[src/rtl/nios_mtl_sysid_pkg.sv]
// +-----------------------------------------------------------------------+
// | nios_mtl_sysid_pkg : register map and CTRL bit positions for sysid    |
// | Rev 1.0                                                               |
// +-----------------------------------------------------------------------+
`default_nettype none

package nios_mtl_sysid_pkg;

  localparam logic [2:0] ADDR_ID        = 3'd0;
  localparam logic [2:0] ADDR_TIMESTAMP = 3'd1;
  localparam logic [2:0] ADDR_UPTIME_LO = 3'd2;
  localparam logic [2:0] ADDR_UPTIME_HI = 3'd3;
  localparam logic [2:0] ADDR_CTRL      = 3'd4;
  localparam logic [2:0] ADDR_SCRATCH0  = 3'd5;

  localparam int CTRL_CLEAR  = 0;
  localparam int CTRL_FREEZE = 1;

endpackage

`default_nettype wire

[src/rtl/nios_mtl_sysid_uptime.sv]
// +-----------------------------------------------------------------------+
// | nios_mtl_sysid_uptime : 64-bit uptime counter, freeze control, HI     |
// | shadow captured on UPTIME_LO reads.                     Rev 1.0       |
// +-----------------------------------------------------------------------+
`default_nettype none

module nios_mtl_sysid_uptime (
  input  logic        clock,
  input  logic        reset_n,
  input  logic        i_ctrl_we,
  input  logic        i_clear,
  input  logic        i_freeze,
  input  logic        i_capture,
  output logic [31:0] o_count_lo,
  output logic [31:0] o_shadow_hi,
  output logic        o_freeze
);

  logic [63:0] r_count;
  logic [31:0] r_shadow;
  logic        r_freeze;

  // Counting uses the freeze value in force before this write lands.
  always_ff @(posedge clock) begin
    if (!reset_n) begin
      r_count  <= '0;
      r_shadow <= '0;
      r_freeze <= 1'b0;
    end else begin
      if (i_ctrl_we && i_clear)
        r_count <= '0;
      else if (!r_freeze)
        r_count <= r_count + 64'd1;
      if (i_ctrl_we)
        r_freeze <= i_freeze;
      if (i_capture)
        r_shadow <= r_count[63:32];
    end
  end

  assign o_count_lo  = r_count[31:0];
  assign o_shadow_hi = r_shadow;
  assign o_freeze    = r_freeze;

endmodule

`default_nettype wire

[src/rtl/nios_mtl_sysid_ext.sv]
// +-----------------------------------------------------------------------+
// | nios_mtl_sysid_ext : Avalon-MM system ID with scratch registers and   |
// | optional uptime counter (NIOS_MTL_SYSID_UPTIME_EN).     Rev 1.0       |
// +-----------------------------------------------------------------------+
`default_nettype none

module nios_mtl_sysid_ext
  import nios_mtl_sysid_pkg::*;
#(
  parameter logic [31:0] ID_VALUE        = 32'h0000_0000,
  parameter logic [31:0] TIMESTAMP_VALUE = 32'h0000_0000,
  parameter int          NUM_SCRATCH     = 2
) (
  input  logic        clock,
  input  logic        reset_n,
  input  logic [2:0]  address,
  input  logic        read,
  input  logic        write,
  input  logic [31:0] writedata,
  output logic [31:0] readdata,
  output logic        readdatavalid
);

  localparam logic [3:0] c_scratch_base = {1'b0, ADDR_SCRATCH0};

  logic [31:0] r_scratch [NUM_SCRATCH];
  logic [31:0] r_readdata;
  logic        r_readdatavalid;
  logic [3:0]  w_addr_ext;
  logic [31:0] w_rd_data;
  logic [31:0] w_uptime_lo;
  logic [31:0] w_uptime_hi;
  logic        w_freeze;

  // Widened address keeps a 4th scratch (index 8) from aliasing onto ID.
  assign w_addr_ext = {1'b0, address};

`ifdef NIOS_MTL_SYSID_UPTIME_EN
  logic w_ctrl_we;
  logic w_lo_capture;

  assign w_ctrl_we    = write && (address == ADDR_CTRL);
  assign w_lo_capture = read && (address == ADDR_UPTIME_LO);

  if (1) begin : g_uptime
    nios_mtl_sysid_uptime u_uptime (
      .clock       (clock),
      .reset_n     (reset_n),
      .i_ctrl_we   (w_ctrl_we),
      .i_clear     (writedata[CTRL_CLEAR]),
      .i_freeze    (writedata[CTRL_FREEZE]),
      .i_capture   (w_lo_capture),
      .o_count_lo  (w_uptime_lo),
      .o_shadow_hi (w_uptime_hi),
      .o_freeze    (w_freeze)
    );
  end
`else
  assign w_uptime_lo = '0;
  assign w_uptime_hi = '0;
  assign w_freeze    = 1'b0;
`endif

  always_ff @(posedge clock) begin
    if (!reset_n) begin
      for (int i = 0; i < NUM_SCRATCH; i++)
        r_scratch[i] <= '0;
    end else begin
      for (int i = 0; i < NUM_SCRATCH; i++)
        if (write && (w_addr_ext == c_scratch_base + 4'(i)))
          r_scratch[i] <= writedata;
    end
  end

  always_comb begin
    w_rd_data = '0;
    case (address)
      ADDR_ID:        w_rd_data = ID_VALUE;
      ADDR_TIMESTAMP: w_rd_data = TIMESTAMP_VALUE;
      ADDR_UPTIME_LO: w_rd_data = w_uptime_lo;
      ADDR_UPTIME_HI: w_rd_data = w_uptime_hi;
      ADDR_CTRL:      w_rd_data[CTRL_FREEZE] = w_freeze;
      default: begin
        for (int i = 0; i < NUM_SCRATCH; i++)
          if (w_addr_ext == c_scratch_base + 4'(i))
            w_rd_data = r_scratch[i];
      end
    endcase
  end

  // Data is forced to zero whenever it is not qualified by readdatavalid.
  always_ff @(posedge clock) begin
    if (!reset_n) begin
      r_readdata      <= '0;
      r_readdatavalid <= 1'b0;
    end else begin
      r_readdata      <= read ? w_rd_data : 32'h0;
      r_readdatavalid <= read;
    end
  end

  assign readdata      = r_readdata;
  assign readdatavalid = r_readdatavalid;

endmodule

`default_nettype wire

[config.mk]
export PLATFORM = sky130hd
export DESIGN_NAME = nios_mtl_sysid_ext
export DESIGN_NICKNAME = d
export VERILOG_FILES = /design/src/rtl/nios_mtl_sysid_pkg.sv /design/src/rtl/nios_mtl_sysid_uptime.sv /design/src/rtl/nios_mtl_sysid_ext.sv
export SDC_FILE = /design/constraint.sdc
export NUM_CORES = 1
export LEC_CHECK = 0
export ABC_AREA = 1
export CELL_PAD_IN_SITES_DETAIL_PLACEMENT = 1
export CELL_PAD_IN_SITES_GLOBAL_PLACEMENT = 2
export CORE_MARGIN = 2
export CORE_UTILIZATION = 31
export CTS_CLUSTER_SIZE = 25
export DETAILED_ROUTE_END_ITERATION = 6
export GPL_ROUTABILITY_DRIVEN = 0
export PLACE_DENSITY = 0.75
export SYNTH_ARGS = -nofsm -noshare
export SYNTH_HDL_FRONTEND = slang
export SYNTH_SLANG_ARGS = --single-unit
export TNS_END_PERCENT = 50
[constraint.sdc]
create_clock -name clock -period 1.6 [get_ports clock]
set_input_delay 0.24 -clock clock [delete_from_list [all_inputs] [get_ports clock]]
set_output_delay 0.24 -clock clock [all_outputs]
set_load 0.02 [all_outputs]
After elaboration in Yosys (flattened, before gate mapping)
Memories as Yosys holds them, arrays and structs flattened.
Cells that the tools add are included.
{ "word_totals": {"register_bits": 33, "ramBits": 64, "output_inout_bits": 33, "wordCells": 28, "mem_count": 1} }
{ "classes": {"eq_ne": 6, "muxes": 11, "n_bitwise": 4, "n_reduce_logical": 4} }
{ "mem_list": {"columns": ["memory", "depth", "word_bits", "rd", "rd_ports_with_merged_regs", "wr", "line_no", "text"], "rows": [
  ["r_scratch", 2, 32, 2, 0, 2, "nios_mtl_sysid_ext.sv:26", "logic [31:0] r_scratch [NUM_SCRATCH];"]
]} }
{ "ops": {"columns": ["cell", "n"], "rows": [
  ["two-way mux 32 bit", 4],
  ["== test 3 bit (second input constant)", 3],
  ["two-way mux 1 bit", 7],
  ["OR reduction 7 bit", 1],
  ["== test 3 x 2 -> 1 bit (second input constant)", 2],
  ["== test 3 x 1 -> 1 bit (second input constant)", 1],
  ["logical NOT 3 bit", 1],
  ["logical AND 1 bit", 2],
  ["NOT 1 bit", 2],
  ["OR 1 bit", 2]
]} }

Depth between registers and ports, before layout
{ "logic_depth": {"depth_word": 6, "mapped_depth": 7} }

Worst setup path before layout
OpenSTA, ideal clock, no wires.
{ "synth_timing": {"kind": "input-to-reg", "startpoint": "input address[0]", "endpoint": "memory r_scratch[1][0] (netlist: r_scratch[0][32]), enable pin", "setup_time_ns": 0.389, "arrival_time_ns": 1.263, "setup_slack_ns": -0.052, "path_stages": 4, "cell_sequence": "buf_4 inv_2 nand4_1 nand2_1"} }
{ "synth_rtl": {"columns": ["element", "line_no", "text"], "rows": [
  ["start, declared", "nios_mtl_sysid_ext.sv:16", "input logic [2:0] address,"],
  ["end, declared", "nios_mtl_sysid_ext.sv:26", null]
]} }

Worst setup path in the final report
{ "layout_timing": {"startpoint": "register r_readdata[5] (netlist: readdata[5])", "endpoint": "output readdata[5]"} }
{ "layout_rtl": {"columns": ["element", "line_no", "text"], "rows": [
  ["start, declared", "nios_mtl_sysid_ext.sv:27", "logic [31:0] r_readdata;"],
  ["start signal, assigned", "nios_mtl_sysid_ext.sv:97", "r_readdata <= read ? w_rd_data : 32'h0;"],
  ["end, declared", "nios_mtl_sysid_ext.sv:20", "output logic [31:0] readdata,"]
]} }
No word-level cell between the ends.

==> flow_results.xml <==
<?xml version="1.0" encoding="UTF-8"?>
<metrics>
  <group name="layout">
    <metric name="flow.area_growth_from_synthesis" unit="%">34.4</metric>
    <metric name="post_route_cells_drive_above_1_share" unit="%">18.4</metric>
    <metric name="layout_filler_cell_count" unit="">1241</metric>
    <metric name="final_stage_net_count" unit="">403</metric>
    <metric name="final_area" unit="um^2">4940</metric>
    <metric name="num_antenna_cells" unit="">0</metric>
    <metric name="layout.core_utilization" unit="%">42.9</metric>
  </group>
  <group name="floorplan">
    <metric name="die_width" unit="um">113</metric>
    <metric name="area_inside_the_core_boundary" unit="um^2">11500</metric>
    <metric name="dieHeight" unit="um">113</metric>
    <metric name="core.rowCount" unit="">39</metric>
    <metric name="design.portCount" unit="">72</metric>
    <metric name="initial_utilization" unit="%">31.9</metric>
    <metric name="floorplan.die_area" unit="um^2">12700</metric>
  </group>
  <group name="synth">
    <metric name="postSynthNetCount" unit="">334</metric>
    <metric name="syn-instance-count" unit="">295</metric>
    <metric name="post_synth.cell_area_avg" unit="um^2">12.5</metric>
    <metric name="yosysUniqueCellTypes" unit="">15</metric>
    <metric name="post_synth_instance_area" unit="um^2">3670</metric>
    <metric name="synth.top_cell.area_share" unit="%">52.3</metric>
    <metric name="yosysSeqAreaShare" unit="%">70.3</metric>
    <metric name="warning_count_from_the_yosys_run" unit="">0</metric>
    <metric name="netlist_top_cells_area" unit="">sky130_fd_sc_hd__edfxtp_1 (52%), sky130_fd_sc_hd__dfxtp_1 (18%), sky130_fd_sc_hd__nand4_1 (11%), sky130_fd_sc_hd__nor2_2 (5.1%), sky130_fd_sc_hd__a21oi_1 (4.4%)</metric>
    <metric name="synth_top_area_cell" unit="">sky130_fd_sc_hd__edfxtp_1</metric>
    <metric name="synth_seq_cells" unit="">97</metric>
  </group>
  <group name="detailed_routing">
    <metric name="routed_wl" unit="um">7940</metric>
    <metric name="via_per_inst" unit="">4.83</metric>
    <metric name="drt.antenna.violating_nets" unit="">0</metric>
    <metric name="drcViolationCount" unit="">3</metric>
    <metric name="detailedRoute.firstIterationViolations" unit="">71</metric>
    <metric name="drt_pre_antenna_iters" unit="">6</metric>
    <metric name="vias" unit="">2471</metric>
    <metric name="drt-wirelength-per-cell" unit="um">15.5</metric>
  </group>
  <group name="run">
    <metric name="cap_viol_max_count" unit="">0</metric>
  </group>
  <group name="critical_path">
    <metric name="nature_of_the_critical_path_startpoint" unit="">flip-flop</metric>
    <metric name="timing.critical_path.cells" unit="">clkdlybuf4s50_1</metric>
    <metric name="reg2reg_setup_slack" unit="ns">0.87</metric>
    <metric name="cp_top_family" unit="">buffers and inverters</metric>
    <metric name="r2r-start" unit="">r_scratch[0][36]</metric>
    <metric name="worst-endpoint-required" unit="ns">1.36</metric>
    <metric name="crit_path_end_kind" unit="">primary output</metric>
    <metric name="path_class" unit="">flip-flop to primary output</metric>
    <metric name="timing.critical_path.fanout_max" unit="">1</metric>
    <metric name="cp_slowest_cell" unit="">sky130_fd_sc_hd__clkdlybuf4s50_1</metric>
    <metric name="worstReg2RegEnd" unit="">readdata[4]</metric>
    <metric name="worst-path-buf-inv" unit="">1</metric>
    <metric name="critical_path_arrival" unit="ns">1.29</metric>
    <metric name="slowest_delay" unit="ns">0.61</metric>
    <metric name="r2r.worst_path.cells" unit="">2</metric>
  </group>
  <group name="clock_network">
    <metric name="h-tree-depth" unit="">3</metric>
    <metric name="tritoncts" unit="">yes</metric>
    <metric name="clock_tree.root_cell" unit="">sky130_fd_sc_hd__clkbuf_16</metric>
    <metric name="clk-insertion-delay-late" unit="ns">0.33</metric>
    <metric name="maximum_count_of_clock_buffers_along_a_single_path" unit="">2</metric>
    <metric name="cts_hold_buf" unit="">0</metric>
    <metric name="clk_transition_reported_paths" unit="ns">0.06</metric>
    <metric name="clock_sink_count" unit="">97</metric>
    <metric name="post_cts_buffers" unit="">0</metric>
    <metric name="cts_resized" unit="">0</metric>
    <metric name="numCtsBuffers" unit="">9</metric>
  </group>
  <group name="sta">
    <metric name="final.setup.tns" unit="ns">0</metric>
    <metric name="fin_crit" unit="ns">1.53</metric>
    <metric name="final.period_utilization" unit="%">95.7</metric>
    <metric name="clock.fmax" unit="GHz">0.653</metric>
    <metric name="worst-slew-pin-transition" unit="ns">0.359</metric>
    <metric name="rsz_0062_raised_after_global_routing" unit="">no</metric>
    <metric name="setup_violations_final" unit="">0</metric>
    <metric name="final-max-slew-violation-count" unit="">0</metric>
    <metric name="fin_skew" unit="ns">0.00353</metric>
    <metric name="hold_violation_count_in_the_final_report" unit="">0</metric>
    <metric name="slew_headroom" unit="%">76.1</metric>
  </group>
  <group name="grt">
    <metric name="grt.overflow.total" unit="">0</metric>
    <metric name="grt_max_degree" unit="">66</metric>
    <metric name="number_of_global_route_vias_before_repair" unit="">2611</metric>
    <metric name="grt_pass1_wl" unit="um">13100</metric>
    <metric name="gr-usage-all-layers" unit="%">13.5</metric>
    <metric name="antenna_found_initial" unit="">0</metric>
  </group>
  <group name="hold_path">
    <metric name="cells_on_worst_hold_path" unit="">3</metric>
    <metric name="hold_path_startpoint" unit="">address[1]</metric>
    <metric name="holdCritPathClass" unit="">input port to flip-flop</metric>
    <metric name="worstHoldEndpoint" unit="">readdata[7]</metric>
  </group>
  <group name="pwr">
    <metric name="totalPowerFinal" unit="uW">5690</metric>
    <metric name="static-leakage-power" unit="uW">0.00174</metric>
    <metric name="power.density" unit="nW/um^2">1150</metric>
    <metric name="ir_worst_vdd" unit="uV">573</metric>
  </group>
  <group name="placed_design">
    <metric name="hpwlAfterDp" unit="um">5080</metric>
    <metric name="port_buffers" unit="">71</metric>
    <metric name="placed_area" unit="um^2">4580</metric>
  </group>
  <group name="status">
    <metric name="violations" unit="">design-rule violations</metric>
    <metric name="outcome" unit="">complete, but fails checks</metric>
  </group>
</metrics>
==> synth_stat cells, drive strengths merged <==
| cell type | number |
|---|---|
| nand4 | 66 |
| edfxtp | 64 |
| inv | 35 |
| dfxtp | 33 |
| a21oi | 32 |
| nor2 | 32 |
| buf | 21 |
| clkbuf | 6 |
| nand2 | 5 |
| o211ai | 1 |
==> layout by cell type (no fill, tap or decap) <==
cell,count
sky130_fd_sc_hd__a21oi_1,32
sky130_fd_sc_hd__buf_12,6
sky130_fd_sc_hd__buf_2,3
sky130_fd_sc_hd__buf_4,8
sky130_fd_sc_hd__bufinv_16,3
sky130_fd_sc_hd__clkbuf_16,9
sky130_fd_sc_hd__clkbuf_8,2
sky130_fd_sc_hd__clkdlybuf4s50_1,68
sky130_fd_sc_hd__clkinv_1,1
sky130_fd_sc_hd__clkinvlp_4,1
sky130_fd_sc_hd__dfxtp_1,33
sky130_fd_sc_hd__edfxtp_1,64
sky130_fd_sc_hd__inv_1,33
sky130_fd_sc_hd__inv_2,2
sky130_fd_sc_hd__nand2_1,2
sky130_fd_sc_hd__nand2_2,3
sky130_fd_sc_hd__nand4_1,66
sky130_fd_sc_hd__nor2_1,2
sky130_fd_sc_hd__nor2_2,30
sky130_fd_sc_hd__o211ai_4,1
==> how the worst max path moves through the flow <==
stage	cells after the start	end	slack (ns)	from
after detailed placement	6	readdata[31]	0.01	reset_n
final	1	readdata[5]	0.07	readdata[5]
after CTS	1	readdata[5]	0.04	readdata[5]
after global routing	1	readdata[5]	0.02	readdata[5]
after floorplan	4	r_scratch[0][0]	-0.02	address[1]
after global placement	6	readdata[19]	0.03	reset_n
==> registers in the layout, indices dropped and copies added (netlist names) <==
name	flops
readdata	32
r_scratch	64
readdatavalid	1
==> power by group <==
part	total [uW]	internal, uW	switching [uW]
Combinational	389	164	225
Clock	2470	1610	867
Sequential	2830	2800	34.2
==> kinds of logic (layout without fill, tap and decap cells) <==
| kind of cell | Yosys count | in the layout | synth area share, % |
|---|---|---|---|
| buf+inv | 62 | 136 | 7.87 |
| flops | 97 | 97 | 70.3 |
| simple gates | 103 | 103 | 17.1 |
| compound gates | 33 | 33 | 4.70 |
==> area by class of cell <==
class	instances	area (um^2)	area share [%]
Sequential cell	97	2580	52.3
Inverter	35	131	2.66
Clock inverter	5	101	2.05
Clock buffer	11	253	5.12
Multi-Input combinational cell	136	816	16.5
Timing Repair Buffer	85	876	17.7
Tap cell	143	179	3.62
==> metrics by stage <==
stage / hold slack [ns] / setup slack (ns) / cells
2_1_floorplan: 0.367 / -0.0202 / 295
3_5_place_dp: 0.543 / 0.0100 / 496
6_report: 0.311 / 0.0681 / 512
4_1_cts: 0.299 / 0.0391 / 512
3_3_place_gp: 0.532 / 0.0267 / 496
5_1_grt: 0.317 / 0.0168 / 512
==> layer usage <==
layer | vias up | share of wire, % | track usage [%]
met1 | 1203 | 39 | 14.9
met3 | 7 | 4.2 | 3.70
met2 | 55 | 55 | 25.1
met5 | - | 0 | 0
met4 | 0 | 1.3 | 4.63
li1 | 1206 | - | -
(Power assumes the default switching activity.)
